### src/rtl/led_pkg.sv
// Shared types and defaults for the LED PWM fader: FSM state encoding,
// default widths/rates and a counter-width helper.
package led_pkg;

   localparam int DEF_PWM_BITS    = 8;
   localparam int DEF_STEP_CYCLES = 125000;

   typedef enum logic [1:0] {
      OFF  = 2'd0,
      UP   = 2'd1,
      ON   = 2'd2,
      DOWN = 2'd3
   } fader_state_t;

   // Width needed to hold 0..n-1, never less than one bit.
   function automatic int cnt_width(input int n);
      if (n > 1) begin
         return $clog2(n);
      end else begin
         return 1;
      end
   endfunction

endpackage

### src/rtl/led_pwm_fader_if.sv
// Request/status bundle between the heartbeat source and the LED fader.
interface led_pwm_fader_if
   import led_pkg::*;
#(
   parameter int PWM_BITS = DEF_PWM_BITS
);

   logic                iLED;
   logic                iEN;
   logic                oLED;
   logic [PWM_BITS-1:0] oDUTY;
   logic                oBUSY;

   modport master (
      output iLED,
      output iEN,
      input  oLED,
      input  oDUTY,
      input  oBUSY
   );

   modport slave (
      input  iLED,
      input  iEN,
      output oLED,
      output oDUTY,
      output oBUSY
   );

endinterface

### src/rtl/step_tick_gen.sv
// Ramp step prescaler: counts 0..STEP_CYCLES-1 while running and flags the
// last count so the fader advances its duty once per step.
module step_tick_gen
   import led_pkg::*;
#(
   parameter int STEP_CYCLES = DEF_STEP_CYCLES
) (
   input  logic iCLK,
   input  logic iRST,
   input  logic clear,
   input  logic run,
   output logic tick
);

   localparam int            CW   = cnt_width(STEP_CYCLES);
   localparam logic [CW-1:0] LAST = CW'(STEP_CYCLES - 1);
   localparam logic [CW-1:0] ZERO = {CW{1'b0}};
   localparam logic [CW-1:0] ONE  = CW'(1);

   logic [CW-1:0] count_r;

   // Step counter, held at zero whenever the ramp is idle or restarting.
   always_ff @(posedge iCLK) begin
      if (iRST) begin
         count_r <= ZERO;
      end else if (clear || !run) begin
         count_r <= ZERO;
      end else if (count_r == LAST) begin
         count_r <= ZERO;
      end else begin
         count_r <= count_r + ONE;
      end
   end

   assign tick = run && !clear && (count_r == LAST);

endmodule

### src/rtl/led_pwm_fader.sv
// Heartbeat LED fader: ramps a PWM duty between dark and full brightness
// following the requested LED level, with enable override.
module led_pwm_fader
   import led_pkg::*;
#(
   parameter int PWM_BITS    = DEF_PWM_BITS,
   parameter int STEP_CYCLES = DEF_STEP_CYCLES
) (
   input  logic            iCLK,
   input  logic            iRST,
   led_pwm_fader_if.slave  bus
);

   localparam logic [PWM_BITS-1:0] MAX  = {PWM_BITS{1'b1}};
   localparam logic [PWM_BITS-1:0] ZERO = {PWM_BITS{1'b0}};
   localparam logic [PWM_BITS-1:0] ONE  = PWM_BITS'(1);

   fader_state_t        state_r;
   logic [PWM_BITS-1:0] duty_r;
   logic [PWM_BITS-1:0] pwm_r;
   logic                led_r;
   logic                busy_r;

   logic                reversal_s;
   logic                run_s;
   logic                clear_s;
   logic                tick_s;
   logic [PWM_BITS-1:0] duty_inc_s;
   logic [PWM_BITS-1:0] duty_dec_s;

   // Ramp control decode; saturating neighbours of the current duty.
   always_comb begin
      reversal_s = 1'b0;
      run_s      = 1'b0;
      duty_inc_s = duty_r;
      duty_dec_s = duty_r;
      case (state_r)
         UP: begin
            run_s      = 1'b1;
            reversal_s = !bus.iLED;
         end
         DOWN: begin
            run_s      = 1'b1;
            reversal_s = bus.iLED;
         end
         default: begin
            run_s      = 1'b0;
            reversal_s = 1'b0;
         end
      endcase
      if (duty_r != MAX) begin
         duty_inc_s = duty_r + ONE;
      end else begin
         duty_inc_s = MAX;
      end
      if (duty_r != ZERO) begin
         duty_dec_s = duty_r - ONE;
      end else begin
         duty_dec_s = ZERO;
      end
      clear_s = iRST || !bus.iEN || reversal_s;
   end

   step_tick_gen #(
      .STEP_CYCLES (STEP_CYCLES)
   ) u_step_tick_gen (
      .iCLK  (iCLK),
      .iRST  (iRST),
      .clear (clear_s),
      .run   (run_s),
      .tick  (tick_s)
   );

   // Fade FSM; a reversal is checked before the tick so it wins a tie.
   always_ff @(posedge iCLK) begin
      if (iRST || !bus.iEN) begin
         state_r <= OFF;
         duty_r  <= ZERO;
         busy_r  <= 1'b0;
      end else begin
         case (state_r)
            OFF: begin
               duty_r <= ZERO;
               if (bus.iLED) begin
                  state_r <= UP;
                  busy_r  <= 1'b1;
               end else begin
                  state_r <= OFF;
                  busy_r  <= 1'b0;
               end
            end
            UP: begin
               if (!bus.iLED) begin
                  state_r <= DOWN;
                  busy_r  <= 1'b1;
               end else if (tick_s) begin
                  duty_r <= duty_inc_s;
                  if (duty_inc_s == MAX) begin
                     state_r <= ON;
                     busy_r  <= 1'b0;
                  end else begin
                     state_r <= UP;
                     busy_r  <= 1'b1;
                  end
               end else begin
                  state_r <= UP;
                  busy_r  <= 1'b1;
               end
            end
            ON: begin
               duty_r <= MAX;
               if (!bus.iLED) begin
                  state_r <= DOWN;
                  busy_r  <= 1'b1;
               end else begin
                  state_r <= ON;
                  busy_r  <= 1'b0;
               end
            end
            DOWN: begin
               if (bus.iLED) begin
                  state_r <= UP;
                  busy_r  <= 1'b1;
               end else if (tick_s) begin
                  duty_r <= duty_dec_s;
                  if (duty_dec_s == ZERO) begin
                     state_r <= OFF;
                     busy_r  <= 1'b0;
                  end else begin
                     state_r <= DOWN;
                     busy_r  <= 1'b1;
                  end
               end else begin
                  state_r <= DOWN;
                  busy_r  <= 1'b1;
               end
            end
            default: begin
               state_r <= OFF;
               duty_r  <= ZERO;
               busy_r  <= 1'b0;
            end
         endcase
      end
   end

   // Free-running PWM counter and comparator; full duty bypasses the compare
   // so the LED has no one-cycle gap per period.
   always_ff @(posedge iCLK) begin
      if (iRST) begin
         pwm_r <= ZERO;
         led_r <= 1'b0;
      end else begin
         pwm_r <= pwm_r + ONE;
         if (!bus.iEN) begin
            led_r <= 1'b0;
         end else if (duty_r == MAX) begin
            led_r <= 1'b1;
         end else begin
            led_r <= (pwm_r < duty_r);
         end
      end
   end

   assign bus.oLED  = led_r;
   assign bus.oDUTY = duty_r;
   assign bus.oBUSY = busy_r;

endmodule

### src/flat_wrapper.sv
// flat-port wrapper written by rule: the top's interface ports become plain ports
module led_pwm_fader_flat import led_pkg::*;
#(
   parameter int PWM_BITS    = DEF_PWM_BITS,
   parameter int STEP_CYCLES = DEF_STEP_CYCLES
)
  (iCLK, iRST, bus_iLED, bus_iEN, bus_oLED, bus_oDUTY, bus_oBUSY);
  led_pwm_fader_if #(.PWM_BITS(PWM_BITS)) bus_i ();
  input  logic iCLK;
  input  logic iRST;
  input wire logic [$bits(bus_i.iLED)-1:0] bus_iLED;
  input wire logic [$bits(bus_i.iEN)-1:0] bus_iEN;
  output wire logic [$bits(bus_i.oLED)-1:0] bus_oLED;
  output wire logic [$bits(bus_i.oDUTY)-1:0] bus_oDUTY;
  output wire logic [$bits(bus_i.oBUSY)-1:0] bus_oBUSY;
  assign bus_i.iLED = bus_iLED;
  assign bus_i.iEN = bus_iEN;
  assign bus_oLED = bus_i.oLED;
  assign bus_oDUTY = bus_i.oDUTY;
  assign bus_oBUSY = bus_i.oBUSY;
  led_pwm_fader #(.PWM_BITS(PWM_BITS), .STEP_CYCLES(STEP_CYCLES)) u_core (.iCLK(iCLK), .iRST(iRST), .bus(bus_i));
endmodule
### config.mk
export PLATFORM = sky130hd
export DESIGN_NAME = led_pwm_fader_flat
export DESIGN_NICKNAME = d
export VERILOG_FILES = /design/src/rtl/led_pkg.sv /design/src/rtl/led_pwm_fader_if.sv /design/src/rtl/step_tick_gen.sv /design/src/rtl/led_pwm_fader.sv /design/src/flat_wrapper.sv
export SDC_FILE = /design/constraint.sdc
export NUM_CORES = 1
export LEC_CHECK = 0
export CORE_ASPECT_RATIO = 0.5
export CORE_MARGIN = 1
export CORE_UTILIZATION = 50
export DETAILED_ROUTE_END_ITERATION = 10
export PLACE_DENSITY = 0.69
export SYNTH_ARGS = -nofsm -noshare
export SYNTH_HDL_FRONTEND = slang
export SYNTH_HIERARCHICAL = 1
export SYNTH_SLANG_ARGS = --single-unit
### constraint.sdc
create_clock -name iCLK -period 4.78 [get_ports iCLK]
set_input_delay 0.478 -clock iCLK [delete_from_list [all_inputs] [get_ports iCLK]]
set_output_delay 0.478 -clock iCLK [all_outputs]
set_load 0.005 [all_outputs]
After elaboration in Yosys (flattened, before gate mapping)
Cells that the tools add are included.
Widths: inputs -> output; s select.
{"block": "totals", "output_inout_bits": 10, "ff_bits": 37, "word_cells": 67}
{"block": "classes", "muxes": 28, "n_addsub": 4, "n_eq_ne": 11, "n_reduce_logical": 16, "bitwise_logic": 1, "magnitude_cmp": 1}
{"operator": "$mux 8", "n": 6}
{"operator": "$pmux 8 s4", "n": 1}
{"operator": "$add 17x1->17 const B", "n": 1}
{"operator": "$eq 17x17->1 const B", "n": 1}
{"operator": "$add 8x1->8 const B", "n": 2}
{"operator": "$eq 8x8->1 const B", "n": 2}
{"operator": "$mux 1", "n": 12}
{"operator": "$mux 2", "n": 6}
{"operator": "$logic_not 8->1", "n": 1}
{"operator": "$lt 8x8->1", "n": 1}
{"operator": "$ne 8x8->1 const B", "n": 1}
{"operator": "$pmux 2 s4", "n": 1}
{"operator": "$reduce_bool 8->1", "n": 1}
{"operator": "$sub 8x1->8 const B", "n": 1}
{"operator": "$eq 2x2->1 const B", "n": 2}
{"operator": "$logic_not 1->1", "n": 4}
{"operator": "$ne 2x1->1 const B", "n": 2}
{"operator": "$ne 2x2->1 const B", "n": 2}
{"operator": "$pmux 1 s4", "n": 1}
{"operator": "$reduce_and 4->1", "n": 1}
{"operator": "$reduce_or 2->1", "n": 2}
{"operator": "$logic_or 1x1->1", "n": 3}
{"operator": "$reduce_or 3->1", "n": 1}
{"operator": "$eq 2x1->1 const B", "n": 1}
{"operator": "other kinds (4)", "n": 5}

Depth between registers and ports, before layout
{"block": "logic_depth", "word_depth": 9, "ltp_mapped": 12}

By module
The synthesis kept the hierarchy.
{"mod": "led_pwm_fader", "seq_area_each_um2": 380.4, "area_per_inst_um2": 1457.6, "cells_each": 186, "n_inst": 1}
{"mod": "step_tick_gen", "seq_area_each_um2": 340.3, "area_per_inst_um2": 790.8, "cells_each": 89, "n_inst": 1}

Least setup slack after synthesis
No wires, ideal clock.
{"block": "synth_timing", "kind": "input to register", "start": "input port iRST", "end": "register u_core.state_r[1]", "path_buffers": 2, "t_arrival_ps": 2178, "t_required_ps": 4701, "slack_ps": 2523, "cell_stages": 11, "cell_sequence": "clkbuf_1 nor2b_1 clkbuf_1 nand2_1 nand2b_1 nor2_1 inv_1 a2111oi_0 nand4b_1 a211o_1 o211ai_1"}
{"block": "synth_via", "elab_chain_len": 8, "word_cells_on_any_way": 10, "classes_between": "mux (5); reduce/logical (5)"}
{"item": "start, declared", "line_no": "flat_wrapper.sv:10", "text": "input logic iRST;"}
{"item": "$logic_or 1x1->1 * (2 in a row)", "line_no": "led_pwm_fader.sv:61", "text": "clear_s = iRST || !bus.iEN || reversal_s;"}
{"item": "via u_core.clear_s", "line_no": "led_pwm_fader.sv:26", "text": "logic clear_s;"}
{"item": "$logic_not 1->1 *", "line_no": "step_tick_gen.sv:35", "text": "assign tick = run && !clear && (count_r == LAST);"}
{"item": "$logic_and 1x1->1 * (2 in a row)", "line_no": "step_tick_gen.sv:35"}
{"item": "via u_core.tick_s", "line_no": "led_pwm_fader.sv:27", "text": "logic tick_s;"}
{"item": "$mux 2 (on tied branches)", "line_no": "led_pwm_fader.sv:124, led_pwm_fader.sv:96"}
{"item": "$mux 2 (on tied branches)", "line_no": "led_pwm_fader.sv:121, led_pwm_fader.sv:93"}
{"item": "$pmux 2 s4 *", "line_no": "led_pwm_fader.sv:81", "text": "case (state_r)"}
{"item": "end signal, assigned", "line_no": "led_pwm_fader.sv:85", "text": "state_r <= UP;"}
{"item": "end signal, assigned", "line_no": "led_pwm_fader.sv:122", "text": "state_r <= UP;"}
{"item": "end signal, assigned", "line_no": "led_pwm_fader.sv:127", "text": "state_r <= OFF;"}
{"item": "end, declared", "line_no": "led_pwm_fader.sv:18", "text": "fader_state_t state_r;"}
Mark *: on every way through the listed nets, which the timed path passes. The rest lies on a longest branch.
A chain may end at the register's enable or synchronous reset.

Final worst setup path
{"block": "layout_timing", "start": "input port iRST", "end": "register u_core.duty_r[3] (netlist: u_core/bus.oDUTY[3])"}
{"block": "layout_via", "elab_chain_len": 7, "word_cells_on_any_way": 8, "classes_between": "eq/ne (2); reduce/logical (6)"}
{"item": "$logic_or 1x1->1 * (2 in a row)", "line_no": "led_pwm_fader.sv:61"}
{"item": "via u_core.clear_s", "line_no": "led_pwm_fader.sv:26"}
{"item": "$logic_not 1->1 *", "line_no": "step_tick_gen.sv:35"}
{"item": "$logic_and 1x1->1 * (2 in a row)", "line_no": "step_tick_gen.sv:35"}
{"item": "via u_core.tick_s", "line_no": "led_pwm_fader.sv:27"}
{"item": "$ne 2x1->1 (no source line)"}
{"item": "$reduce_and 4->1 (no source line) *"}
{"item": "end signal, assigned", "line_no": "led_pwm_fader.sv:97", "text": "duty_r <= duty_inc_s;"}
{"item": "end signal, assigned", "line_no": "led_pwm_fader.sv:125", "text": "duty_r <= duty_dec_s;"}
{"item": "end, declared", "line_no": "led_pwm_fader.sv:19", "text": "logic [PWM_BITS-1:0] duty_r;"}
Marked as above.

==> results.txt <==
----------------------------------------------------
[Run status]
  Outcome ... finished clean

[Critical path]
  Type of element launching the critical path ... primary input
  End of the worst register-to-register path ... u_core/bus.oDUTY[3]$_SDFFE_PP0P_
  Crit-path most repeated cell ... sky130_fd_sc_hd__o21ai_0
  Crit-path slowest cell ... sky130_fd_sc_hd__clkdlybuf4s50_1
  Critical Path Fanout Max ... 11
  Critical path, cell by cell ... clkdlybuf4s50_1, nor2b_1, nand2_1, nand2b_1, nor2_1, inv_1, o21ai_0, buf_4, o21ai_0, a32o_1
  Setup crit end ... u_core/bus.oDUTY[3]$_SDFFE_PP0P_
  Delay contributed by the slowest stage of the critical path ... 600 ps
  Arrival time worst endpoint ... 3190 ps
  R2r worst-path depth ... 10
  Critical path type ... in -> reg
  Launching point of the worst reg2reg path ... u_core/state_r[1]$_SDFF_PP0_
  First element of the critical path ... iRST
  Critical Path RT ... 4970 ps
  R2r setup slk ... 2220 ps
  Nature of the critical path endpoint ... register

[Power and ir drop]
  Leakage power total ... 0.8241 nW
  VDD IR max ... 0.0001112 V
  Power Total ... 0.6515 mW
  Total power per unit cell area ... 260.4 nW/um^2
  Net Switching ... 0.1626 mW
  Clk pwr share ... 41.9%
  Sequential power share ... 48.6%
  Internal power summed over all cells ... 0.4889 mW
  Gate power share ... 9.6%
  Fraction of power spent switching nets ... 24.96%

[Synth]
  Fraction of post-synthesis cell area in the top cell type by area ... 32.05%
  Number of storage elements in the synthesis netlist ... 36
  Number of library cell types mapped by synthesis ... 52
  Number of warning messages in the yosys log ... 6
  Net count after synthesis ... 291
  Proportion of register bits with asynchronous set or reset after synthesis ... 0%
  Predominant post-synthesis flop cell ... sky130_fd_sc_hd__dfxtp_1
  Total standard cell area after synthesis ... 2248 um^2
  Sequential fraction of the synthesis area ... 32.05%
  Number of enable-type register cells in the synthesized netlist ... 0
  Cell taking the most area after synthesis ... sky130_fd_sc_hd__dfxtp_1
  Mean instance size in the synthesized netlist ... 8.176 um^2
  Synthesized instance count ... 275
  Synth area leaders ... sky130_fd_sc_hd__dfxtp_1, sky130_fd_sc_hd__ha_1, sky130_fd_sc_hd__nor2_1

[Global route]
  Maximum number of pins on one net before global-route repair ... 19
  Residual overflow from global routing ... 0
  Number of global-route vias before repair ... 1921
  Antenna violations before repair ... 0
  Wire length of the first global-routing pass ... 9059 um
  GRT Util Overall ... 23.83%

[Floorplanning]
  Die outline width ... 96.84 um
  Initial Utilization ... 54.79%
  Std-Cell Rows ... 16
  Top Ports ... 14
  Height of the die ... 49.42 um
  Core Box Area ... 4104 um^2
  Area enclosed by the die boundary ... 4785 um^2

[CTS]
  Clock transition at the register clock pins on the worst setup and hold paths after CTS ... 80 ps
  Htree depth ... 2
  Clock buffers created by TritonCTS ... 5
  TritonCTS clock tree ... yes
  Clock latency reported for the late side of the worst-skew pair ... 290 ps
  Buffer depth of the longest clock path ... 2
  Number of sinks on the clock net ... 36
  Post-CTS repair timing setup buffer count ... 0
  Hold bufs inserted after CTS ... 0
  Root Driver ... sky130_fd_sc_hd__clkbuf_8
  Number of instances resized during post-cts repair ... 0

[STA]
  Final clock skew ... 7.752 ps
  Final hold vios ... 0
  Count of final max-slew check failures ... 0
  Final worst path period need ... 2993 ps
  Total Neg Setup Slack ... 0 ps
  Worst path setup slack after routing ... 1787 ps
  Number of setup violations in the final report ... 0
  Relative slew slack ... 56.22%
  Final clock period utilization by the worst path ... 62.61%
  Setup repair after global routing missed its margin ... false
  Max frequency ... 334.1 MHz
  Measured slew at the worst slew-check pin ... 655.7 ps

[Routing]
  Count of nets left with antenna violations after detail routing ... 0
  Number of DRC violations after detailed routing ... 0
  Wirelength, routed ... 5270 um
  Routed len/inst ... 15.64 um
  Via density per instance ... 6.160
  Vias post-DR ... 2076
  Iteration count of the initial detailed-routing pass ... 5
  Drt initial violations ... 134

[Worst hold path]
  Type of the tightest min-delay check ... reg -> reg

[Cells and area]
  Share of layout cells above drive strength 1 ... 7.067%
  Finished Layout Cells ... 337
  Antenna fix cells ... 0
  Number of fill cells in the layout ... 357
  Final net count ... 298
  Synth-to-layout area growth ... 11.30%

[Place]
  Number of placed instances, taps included ... 329
  Routability Congestion ... 0.9962
  Pre-CTS worst setup slack ... 1562 ps
  DP Wirelength ... 3771 um
  Count of input and output buffers ... 13

[Run]
  Max cap viols ... 0

----------------------------------------------------
area by class of cell:
cell class / count / area (um^2) / share of cell area (%)
Tap cell: 54 / 67.56 / 2.700
Clock inverter: 3 / 42.54 / 1.700
Multi-Input combinational cell: 214 / 1424 / 56.90
Inverter: 11 / 41.29 / 1.650
Clock buffer: 5 / 68.82 / 2.750
Sequential cell: 36 / 720.7 / 28.80
Timing Repair Buffer: 14 / 137.6 / 5.500
cells in the mapped netlist, drive strengths merged (7+ instances only):
library cell / instances
a211oi: 7
nand3: 17
a21oi: 12
nand4: 10
nor2: 28
o21ai: 13
xor2: 11
nor3: 9
dfxtp: 36
inv: 11
buf: 8
ha: 12
nand2: 15
xnor2: 11
flip-flops by register name (all words and copies together), names as in the netlist:
signal,cells
u_core/u_step_tick_gen/count_r,17
u_core/state_r,2
u_core/pwm_r,8
u_core/bus.oLED,1
u_core/bus.oDUTY,8
worst max-delay path: cells and delay by family:
| kind | cells | cell delay, ps |
|---|---|---|
| and+or+nand+nor | 4 | 940 |
| AOI/OAI and AO/OA | 3 | 820 |
| buffers and inverters | 3 | 950 |
through the flow:
| step | util [%] | instance area (um^2) | hold slack [ps] |
|---|---|---|---|
| 2_1_floorplan | - | 2248 | 420.8 |
| 3_3_place_gp | 58.26 | 2391 | 441.4 |
| 3_5_place_dp | 58.26 | 2391 | 460.9 |
| 4_1_cts | 60.98 | 2502 | 478.1 |
| 5_1_grt | 60.98 | 2502 | 495.9 |
| 6_report | 60.98 | 2502 | 474.0 |
routing by layer:
metal | global-route usage, % | part of all wire [%] | vias to the layer above
li1 | - | - | 1019
met1 | 32.40 | 48 | 973
met2 | 37.44 | 43 | 68
met3 | 4.728 | 6.2 | 16
met4 | 9.204 | 2.3 | 0
met5 | 0 | 0 | -
power by group through the flow:
stage	clock, mW	combinational, mW	sequential [mW]
3_5_place_dp	0	0.0610	0.323
4_1_cts	0.276	0.0614	0.316
2_1_floorplan	0	0.0472	0.317
5_1_grt	0.292	0.0696	0.318
6_report	0.273	0.0623	0.316
3_3_place_gp	0	0.0601	0.323
worst min path at each step:
| stage | end | slack [ps] | cells after the start | from |
|---|---|---|---|---|
| global route | u_core/u_step_tick_gen/count_r[0]$_SDFF_PP0_ | 500 | 1 | u_core/u_step_tick_gen/count_r[0]$_SDFF_PP0_ |
| global placement | u_core/u_step_tick_gen/count_r[0]$_SDFF_PP0_ | 440 | 1 | u_core/u_step_tick_gen/count_r[0]$_SDFF_PP0_ |
| CTS | u_core/u_step_tick_gen/count_r[0]$_SDFF_PP0_ | 480 | 1 | u_core/u_step_tick_gen/count_r[0]$_SDFF_PP0_ |
| floorplan | u_core/pwm_r[0]$_SDFF_PP0_ | 420 | 1 | u_core/pwm_r[0]$_SDFF_PP0_ |
| detailed placement | u_core/u_step_tick_gen/count_r[0]$_SDFF_PP0_ | 460 | 1 | u_core/u_step_tick_gen/count_r[0]$_SDFF_PP0_ |
| finish | u_core/u_step_tick_gen/count_r[0]$_SDFF_PP0_ | 470 | 1 | u_core/u_step_tick_gen/count_r[0]$_SDFF_PP0_ |
cells in the final DEF (no fill, tap or decap), types with 11 or more instances in the layout:
master / count
sky130_fd_sc_hd__dfxtp_1: 36
sky130_fd_sc_hd__a21oi_1: 12
sky130_fd_sc_hd__nor2_1: 28
sky130_fd_sc_hd__ha_1: 12
sky130_fd_sc_hd__nand2_1: 15
sky130_fd_sc_hd__nand3_1: 16
sky130_fd_sc_hd__clkdlybuf4s50_1: 13
sky130_fd_sc_hd__xnor2_1: 11
sky130_fd_sc_hd__o21ai_0: 13
sky130_fd_sc_hd__inv_1: 11
sky130_fd_sc_hd__xor2_1: 11
kinds of logic (layout without fill, tap and decap cells):
kind of cell             count (synthesis)  count (layout)  synth area share, %
AND/OR/NAND/NOR                        119             119                30.05
AO/OA/AOI/OAI                           61              61                18.03
flip-flops                              36              36                32.05
buffers and inverters                   25              33                4.619
XOR/XNOR                                22              22                8.570
adder cells (fa/ha/maj)                 12              12                6.678
Power figures use the tool's default switching activity.
